[src/rtl/dm_arb_pkg.sv]
// Shared types and constants for the data-memory arbiter.
// Optional statistics are enabled with the DM_ARB_STATS_EN macro.
package dm_arb_pkg;

  localparam int ARB_AW   = 8;
  localparam int ARB_DW   = 8;
  localparam int STARVE_W = 4;
  localparam int CNT_W    = 16;

  typedef enum logic [1:0] {
    ARB_CORE_PRI   = 2'd0,
    ARB_HOST_FORCE = 2'd1,
    ARB_HOST_LOCK  = 2'd2
  } arb_state_e;

  typedef struct packed {
    logic              we;
    logic [ARB_AW-1:0] addr;
    logic [ARB_DW-1:0] wdata;
  } mem_req_t;

  function automatic logic [CNT_W-1:0] satInc(input logic [CNT_W-1:0] value);
    return (value == {CNT_W{1'b1}}) ? value : value + CNT_W'(1);
  endfunction

endpackage

[src/rtl/dm_arb_stats.sv]
// Saturating grant and conflict counters for the data-memory arbiter.
// Only instantiated when DM_ARB_STATS_EN is defined.
module dm_arb_stats
  import dm_arb_pkg::*;
(
  input  logic             clk_i,
  input  logic             rst_ni,
  input  logic             core_gnt_i,
  input  logic             host_gnt_i,
  input  logic             conflict_i,
  output logic [CNT_W-1:0] core_gnt_cnt_o,
  output logic [CNT_W-1:0] host_gnt_cnt_o,
  output logic [CNT_W-1:0] conflict_cnt_o
);

  logic [CNT_W-1:0] coreCnt_q, coreCnt_d;
  logic [CNT_W-1:0] hostCnt_q, hostCnt_d;
  logic [CNT_W-1:0] conflictCnt_q, conflictCnt_d;

  always_comb begin
    coreCnt_d     = core_gnt_i ? satInc(coreCnt_q) : coreCnt_q;
    hostCnt_d     = host_gnt_i ? satInc(hostCnt_q) : hostCnt_q;
    conflictCnt_d = conflict_i ? satInc(conflictCnt_q) : conflictCnt_q;
  end

  always_ff @(posedge clk_i or negedge rst_ni) begin
    if (!rst_ni) begin
      coreCnt_q     <= '0;
      hostCnt_q     <= '0;
      conflictCnt_q <= '0;
    end else begin
      coreCnt_q     <= coreCnt_d;
      hostCnt_q     <= hostCnt_d;
      conflictCnt_q <= conflictCnt_d;
    end
  end

  assign core_gnt_cnt_o = coreCnt_q;
  assign host_gnt_cnt_o = hostCnt_q;
  assign conflict_cnt_o = conflictCnt_q;

endmodule

[src/rtl/dm_arbiter.sv]
// Core/host arbiter for the single-port data memory: core priority, bounded host
// starvation, host lock. DM_ARB_STATS_EN adds saturating grant/conflict counters.
module dm_arbiter
  import dm_arb_pkg::*;
#(
  parameter int AW         = ARB_AW,
  parameter int DW         = ARB_DW,
  parameter int STARVE_MAX = 4
) (
  input  logic          clk_i,
  input  logic          rst_ni,
  input  logic          core_req_i,
  input  logic          core_we_i,
  input  logic [AW-1:0] core_addr_i,
  input  logic [DW-1:0] core_wdata_i,
  output logic          core_gnt_o,
  output logic          core_stall_o,
  output logic          core_rvalid_o,
  output logic [DW-1:0] core_rdata_o,
  input  logic          host_req_i,
  input  logic          host_we_i,
  input  logic [AW-1:0] host_addr_i,
  input  logic [DW-1:0] host_wdata_i,
  input  logic          host_lock_i,
  output logic          host_gnt_o,
  output logic          host_rvalid_o,
  output logic [DW-1:0] host_rdata_o,
`ifdef DM_ARB_STATS_EN
  output logic [15:0]   core_gnt_cnt_o,
  output logic [15:0]   host_gnt_cnt_o,
  output logic [15:0]   conflict_cnt_o,
`endif
  output logic [AW-1:0] mem_addr_o,
  output logic          mem_we_o,
  output logic [DW-1:0] mem_wdata_o,
  input  logic [DW-1:0] mem_rdata_i
);

  if (STARVE_MAX < 1 || STARVE_MAX > 15) begin : gBadStarve
    $error("dm_arbiter: STARVE_MAX must be within 1..15");
  end
  if (AW != ARB_AW || DW != ARB_DW) begin : gBadWidth
    $error("dm_arbiter: AW/DW must match the package memory request widths");
  end

  localparam logic [STARVE_W-1:0] StarveMax = STARVE_W'(STARVE_MAX);

  arb_state_e          state_q, state_d;
  logic [STARVE_W-1:0] starve_q, starve_d;
  logic                coreGnt, hostGnt;
  mem_req_t            memReq;
  logic                coreRvalid_q, hostRvalid_q;
  logic [DW-1:0]       coreRdata_q, hostRdata_q;

  // Grants are suppressed while reset is asserted so nothing reaches memory.
  always_comb begin
    coreGnt = 1'b0;
    hostGnt = 1'b0;
    unique case (state_q)
      ARB_CORE_PRI: begin
        coreGnt = core_req_i;
        hostGnt = host_req_i & ~core_req_i;
      end
      ARB_HOST_FORCE, ARB_HOST_LOCK: hostGnt = host_req_i;
      default: ;
    endcase
    coreGnt = coreGnt & rst_ni;
    hostGnt = hostGnt & rst_ni;
  end

  always_comb begin
    state_d  = state_q;
    starve_d = starve_q;
    if (hostGnt || !host_req_i) begin
      starve_d = '0;
    end else if (starve_q != {STARVE_W{1'b1}}) begin
      starve_d = starve_q + STARVE_W'(1);
    end
    // Forcing takes effect in the cycle right after the count reaches its limit.
    unique case (state_q)
      ARB_CORE_PRI: begin
        if (starve_d == StarveMax) begin
          state_d = ARB_HOST_FORCE;
        end else if (hostGnt && host_lock_i) begin
          state_d = ARB_HOST_LOCK;
        end
      end
      ARB_HOST_FORCE: state_d = host_lock_i ? ARB_HOST_LOCK : ARB_CORE_PRI;
      ARB_HOST_LOCK: begin
        if (!host_lock_i) begin
          state_d = ARB_CORE_PRI;
        end
      end
      default: state_d = ARB_CORE_PRI;
    endcase
  end

  always_comb begin
    memReq = '0;
    if (coreGnt) begin
      memReq.we    = core_we_i;
      memReq.addr  = core_addr_i;
      memReq.wdata = core_wdata_i;
    end else if (hostGnt) begin
      memReq.we    = host_we_i;
      memReq.addr  = host_addr_i;
      memReq.wdata = host_wdata_i;
    end
  end

  always_ff @(posedge clk_i or negedge rst_ni) begin
    if (!rst_ni) begin
      state_q      <= ARB_CORE_PRI;
      starve_q     <= '0;
      coreRvalid_q <= 1'b0;
      hostRvalid_q <= 1'b0;
      coreRdata_q  <= '0;
      hostRdata_q  <= '0;
    end else begin
      state_q      <= state_d;
      starve_q     <= starve_d;
      coreRvalid_q <= coreGnt & ~core_we_i;
      hostRvalid_q <= hostGnt & ~host_we_i;
      if (coreGnt && !core_we_i) begin
        coreRdata_q <= mem_rdata_i;
      end
      if (hostGnt && !host_we_i) begin
        hostRdata_q <= mem_rdata_i;
      end
    end
  end

  assign core_gnt_o    = coreGnt;
  assign core_stall_o  = rst_ni & core_req_i & ~coreGnt;
  assign core_rvalid_o = coreRvalid_q;
  assign core_rdata_o  = coreRdata_q;
  assign host_gnt_o    = hostGnt;
  assign host_rvalid_o = hostRvalid_q;
  assign host_rdata_o  = hostRdata_q;
  assign mem_addr_o    = memReq.addr;
  assign mem_we_o      = memReq.we;
  assign mem_wdata_o   = memReq.wdata;

`ifdef DM_ARB_STATS_EN
  dm_arb_stats uStats (
    .clk_i          (clk_i),
    .rst_ni         (rst_ni),
    .core_gnt_i     (coreGnt),
    .host_gnt_i     (hostGnt),
    .conflict_i     (core_req_i & host_req_i),
    .core_gnt_cnt_o (core_gnt_cnt_o),
    .host_gnt_cnt_o (host_gnt_cnt_o),
    .conflict_cnt_o (conflict_cnt_o)
  );
`endif

endmodule

[config.mk]
export PLATFORM = sky130hd
export DESIGN_NAME = dm_arbiter
export DESIGN_NICKNAME = d
export VERILOG_FILES = /design/src/rtl/dm_arb_pkg.sv /design/src/rtl/dm_arb_stats.sv /design/src/rtl/dm_arbiter.sv
export SDC_FILE = /design/constraint.sdc
export NUM_CORES = 1
export LEC_CHECK = 0
export CAP_MARGIN = 20
export CORE_MARGIN = 5
export CORE_UTILIZATION = 40
export CTS_CLUSTER_SIZE = 25
export DETAILED_ROUTE_END_ITERATION = 8
export PLACE_DENSITY = 0.94
export SLEW_MARGIN = 10
export SYNTH_ARGS = -nofsm -noshare
export SYNTH_HDL_FRONTEND = slang
export SYNTH_SLANG_ARGS = --single-unit
[constraint.sdc]
create_clock -name clk_i -period 5.2 [get_ports clk_i]
set_input_delay 1.04 -clock clk_i [delete_from_list [all_inputs] [get_ports clk_i]]
set_output_delay 1.04 -clock clk_i [all_outputs]
set_load 0.005 [all_outputs]
**After elaboration in Yosys (flattened, before gate mapping)**

Index checks and enable logic that the tools add are counted.

- Register bits: 24
- Bits of input ports: 47
- Output and inout bits: 38
- Logic and storage cells: 45

- $add $sub $neg: 1
- Equal/unequal tests: 6
- Mux-type cells: 11
- Bitwise logic cells: 11
- Reduce and logical (&&, ||, !) cells: 10

Operators with widths:

| operator | number |
|---|---|
| $mux 17 | 2 |
| $mux 2 | 4 |
| $mux 4 | 2 |
| $and 1x1->1 | 7 |
| $pmux 2 s3 | 1 |
| $add 4x1->4 const B | 1 |
| $eq 4x3->1 const B | 1 |
| $ne 4x4->1 const B | 1 |
| $not 1->1 | 4 |
| $logic_and 1x1->1 | 3 |
| $logic_not 1->1 | 3 |
| $ne 3x3->1 const B | 1 |
| $eq 2x1->1 const B | 1 |
| $eq 2x2->1 const B | 1 |
| $logic_not 2->1 | 1 |
| $ne 2x2->1 const B | 1 |
| $pmux 1 s2 | 1 |
| $reduce_and 2->1 | 1 |
| $reduce_or 2->1 | 1 |
| $logic_or 1x1->1 | 1 |
| $mux 1 | 1 |

**Logic depth before layout (Yosys ltp)**

- Depth after elaboration: 9
- Depth in mapped cells: 9
- Depth with buffers taken out: 8

**Worst setup path before layout**

No wires, ideal clock.

- Kind: input -> output
- Start: in rst_ni
- End: out mem_addr_o[0]
- Data arrival time: 1.878 ns
- Required time: 4.160 ns
- Setup slack: 2.282 ns
- Cell stages on the path: 6
- Path buffers: 2
- Path through: and2b_1 > and2_2 > o21ai_4 > buf_6 > buf_6 > o21ai_0

- Longest elaborated chain between the ends: 3
- Elaborated cells between the ends (all ways): 4
- Those cells by class: mux: 2; bitwise: 2

Ends and longest elaborated chain:

| what | RTL line | source |
|---|---|---|
| start: declaration | dm_arbiter.sv:11 | `input logic rst_ni,` |
| $and 1x1->1 | dm_arbiter.sv:68 | `hostGnt = hostGnt & rst_ni;` |
| $mux 17 | dm_arbiter.sv:104 | `end else if (hostGnt) begin` |
| $mux 17 (*) | dm_arbiter.sv:100 | `if (coreGnt) begin` |
| end: declaration | dm_arbiter.sv:33 | `output logic [AW-1:0] mem_addr_o,` |

Mark *: on every way between the ends. The rest lies on a longest branch, timed or not.

**Worst setup path in the final report**

- Start: in rst_ni
- End: out mem_addr_o[3]

Same word-level chain as after synthesis.

==> impl_metrics.ini <==
[synth]
synth_enable_flop_cells = 0
seq_area_frac_synth_pct = 42.1
synth_cell_types = 38
synthTopCellsByArea = dfrtp_1 (42%), nand2_1 (16%), mux2_4 (8.4%)
ys_async_sr_fraction_pct = 100
synth_top_area_share_pct = 42.1
synth_top_area_cell = dfrtp_1
synth-seq-cells = 24
synth-main-ff-cell = dfrtp_1
yosysMostFrequentCell = nand2_1
yosysWarnings = 0
yosys-top-cells-count = nand2_1 (59), dfrtp_1 (24), o21ai_0 (17)
syn_area_um2 = 1430
netlist_instances = 161
synth_nets = 213
avgSynthCellArea_um2 = 8.86

[power]
pwr-share-seq_pct = 35.8
switching_power_mw = 0.233
clock_power_share_pct = 16.7
peakVddDrop_uv = 259
leakagePower_nw = 1.07
total_power_mw = 0.797
p_sw_share_pct = 29.3
share_comb_of_total_power_pct = 47.5
intPower_mw = 0.563
cellPowerDensity_nw_per_um2 = 340

[clock_network]
cts_inserted_buffers = 3
ctsHoldBuffers = 0
cts_tree = yes
path_clk_slew_ns = 0.13
clk_path_buf_depth = 2
post-cts-setup-buffers = 0
h-tree-depth = 1
ctsResizeCount = 0
cts_root_buf = clkbuf_4
clk_latency_ns = 0.31
clkSinkCount = 24

[grt]
grt_pass1_vias = 1418
grt_max_degree = 25
antenna_found_initial = 0
grt_usage_pct = 16.2
overflow = 0
grt_first_pass_wirelength_mm = 6.53

[cells_and_area]
instances_no_fill = 291
area_delta_synth_final_pct = 64.5
nets = 298
antenna_cells = 0
drive_above_1_share_pct = 8.16
final_util_pct = 69.2

[timing]
fin_setup_tns_ns = 0
report.final.hold_viol_count = 0
max_freq_mhz = 241
drv_slew = 0
max_slew.worst_pin.slew_ns = 0.523
min_period_ns = 4.14
finalSetupViolCount = 0
period_share_pct = 79.7
grt_setup_unrepaired = false
fin_skew_ns = 0.00942
max_slew_margin_pct = 65.0

[setup_path]
critPathSlowestCell = clkinv_1
crit_type = input pin to primary output
ff2ff_path_depth = 8
critPathCaptureType = primary output
r2r-end = core_rdata_o[2]
cp-start-kind = input pin
ff2ff_setup_slack_ns = 2.78
path_cells = clkdlybuf4s50_1, nand3_2, clkinv_1, nand2_1, o21ai_0, clkdlybuf4s50_1
startpoint = rst_ni
rr_startpoint = state_q[0]
critPathMaxFanout = 19
cpMostUsedCell = clkdlybuf4s50_1
cp.required_ns = 4.16
crit_path_end = mem_addr_o[3]
worst_ep_arrival_time_ns = 3.10
cp_slowest_stage_delay_ns = 0.50

[die]
die_y_um = 69.7
io_pins = 85
dieArea_um2 = 4860
row_count = 21
start_util_pct = 42.1
core_region_area_um2 = 3390
die_w_um = 69.7

[route]
antenna_left = 0
first_pass_iters = 4
routed_wl_mm = 4.12
vias = 1412
drt-initial-drc-count = 46
wl_per_cell_um = 14.1
drt-vias-per-instance = 4.85
drcViolationCount = 0

[placed_design]
gp_congestion = 0.881
hpwl_mm = 3.27
dp_cells = 287
port_buffers = 84

[run]
maxCapViolations = 0

[min_path]
hold_class = flip-flop to flip-flop

[outcome]
outcome = finished clean
[worst max-delay path, delay by kind of cell]
family          cells  cell delay [ns]
compound gates      1             0.12
simple gates        2             0.50
buf+inv             3             1.44
[through the flow]
step                cell area [um2]  hold slack (ns)  setup slack (ns)
floorplan                      1430            0.469              2.28
global placement               2290            0.458              1.13
detailed placement             2290            0.469              1.06
CTS                            2350            0.501              1.05
global route                   2350            0.536             0.913
finish                         2350            0.499              1.06
[worst min-delay path by stage]
| stage | start | to | depth (start not counted) |
|---|---|---|---|
| global placement | core_rdata_o[3] | core_rdata_o[3] | 2 |
| CTS | core_rdata_o[0] | core_rdata_o[0] | 2 |
| finish | core_rdata_o[0] | core_rdata_o[0] | 2 |
| floorplan | core_rdata_o[0] | core_rdata_o[0] | 2 |
| detailed placement | core_rdata_o[0] | core_rdata_o[0] | 2 |
| global route | core_rdata_o[0] | core_rdata_o[0] | 2 |
[cell usage in the layout (no fill, tap or decap)]
cell	n
o21ai_0	17
buf_4	1
nor2b_1	1
o2bb2ai_1	1
nor2_8	1
clkinv_1	1
nand2_1	59
inv_4	1
xnor2_1	1
xor2_1	1
mux2i_1	1
nand4_2	1
and2_1	1
bufinv_16	1
dfrtp_1	24
nor3b_1	2
clkbuf_4	3
o31ai_1	1
clkdlybuf4s50_1	84
nand3_1	3
a21oi_1	1
nand2b_1	2
o21ai_1	1
nor2_1	4
and2_2	1
nand3_2	1
or3b_1	1
nand3b_1	1
o22a_1	1
mux2_4	8
ha_1	5
o21ai_2	1
nor3_1	1
o21ai_4	1
and2b_1	2
and3_1	1
inv_1	5
a31oi_1	3
[cell type report]
class / instances / area (um2)
fillers: 252 / 1040
multi-input cells: 125 / 758
inverters: 7 / 28.8
clock buffers: 3 / 22.5
flip-flops and latches: 24 / 601
well taps: 46 / 57.6
repair buffers: 85 / 848
clock inverters: 1 / 30.0
[sequential cells by signal, indices dropped and copies added (netlist names)]
signal,count
core_rdata_o,8
core_rvalid_o,1
host_rdata_o,8
host_rvalid_o,1
starve_q,4
state_q,2
[routing by layer]
layer	wire length, um	track usage (%)	vias up
li1	-	-	699
met1	1830	20.5	650
met2	1980	28.7	61
met3	297	3.48	2
met4	10	2.55	0
met5	0	0	-
[power groups by stage]
stage	Clock, mW	Combinational, mW	Sequential (mW)
finish	0.133	0.378	0.285
global route	0.143	0.412	0.294
CTS	0.136	0.385	0.286
detailed placement	0	0.383	0.288
global placement	0	0.374	0.286
floorplan	0	0.163	0.288
[kinds of logic (layout without fill, tap and decap cells)]
family,count (synthesis),in the layout,share of synthesized area [%]
simple gates,82,82,26.9
compound gates,27,27,11.5
flops,24,24,42.1
buf+inv,12,96,4.74
mux,9,9,9.12
fa+ha+maj,5,5,4.39
xor+xnor,2,2,1.23
Note: power is estimated with default switching activity, not from simulation.
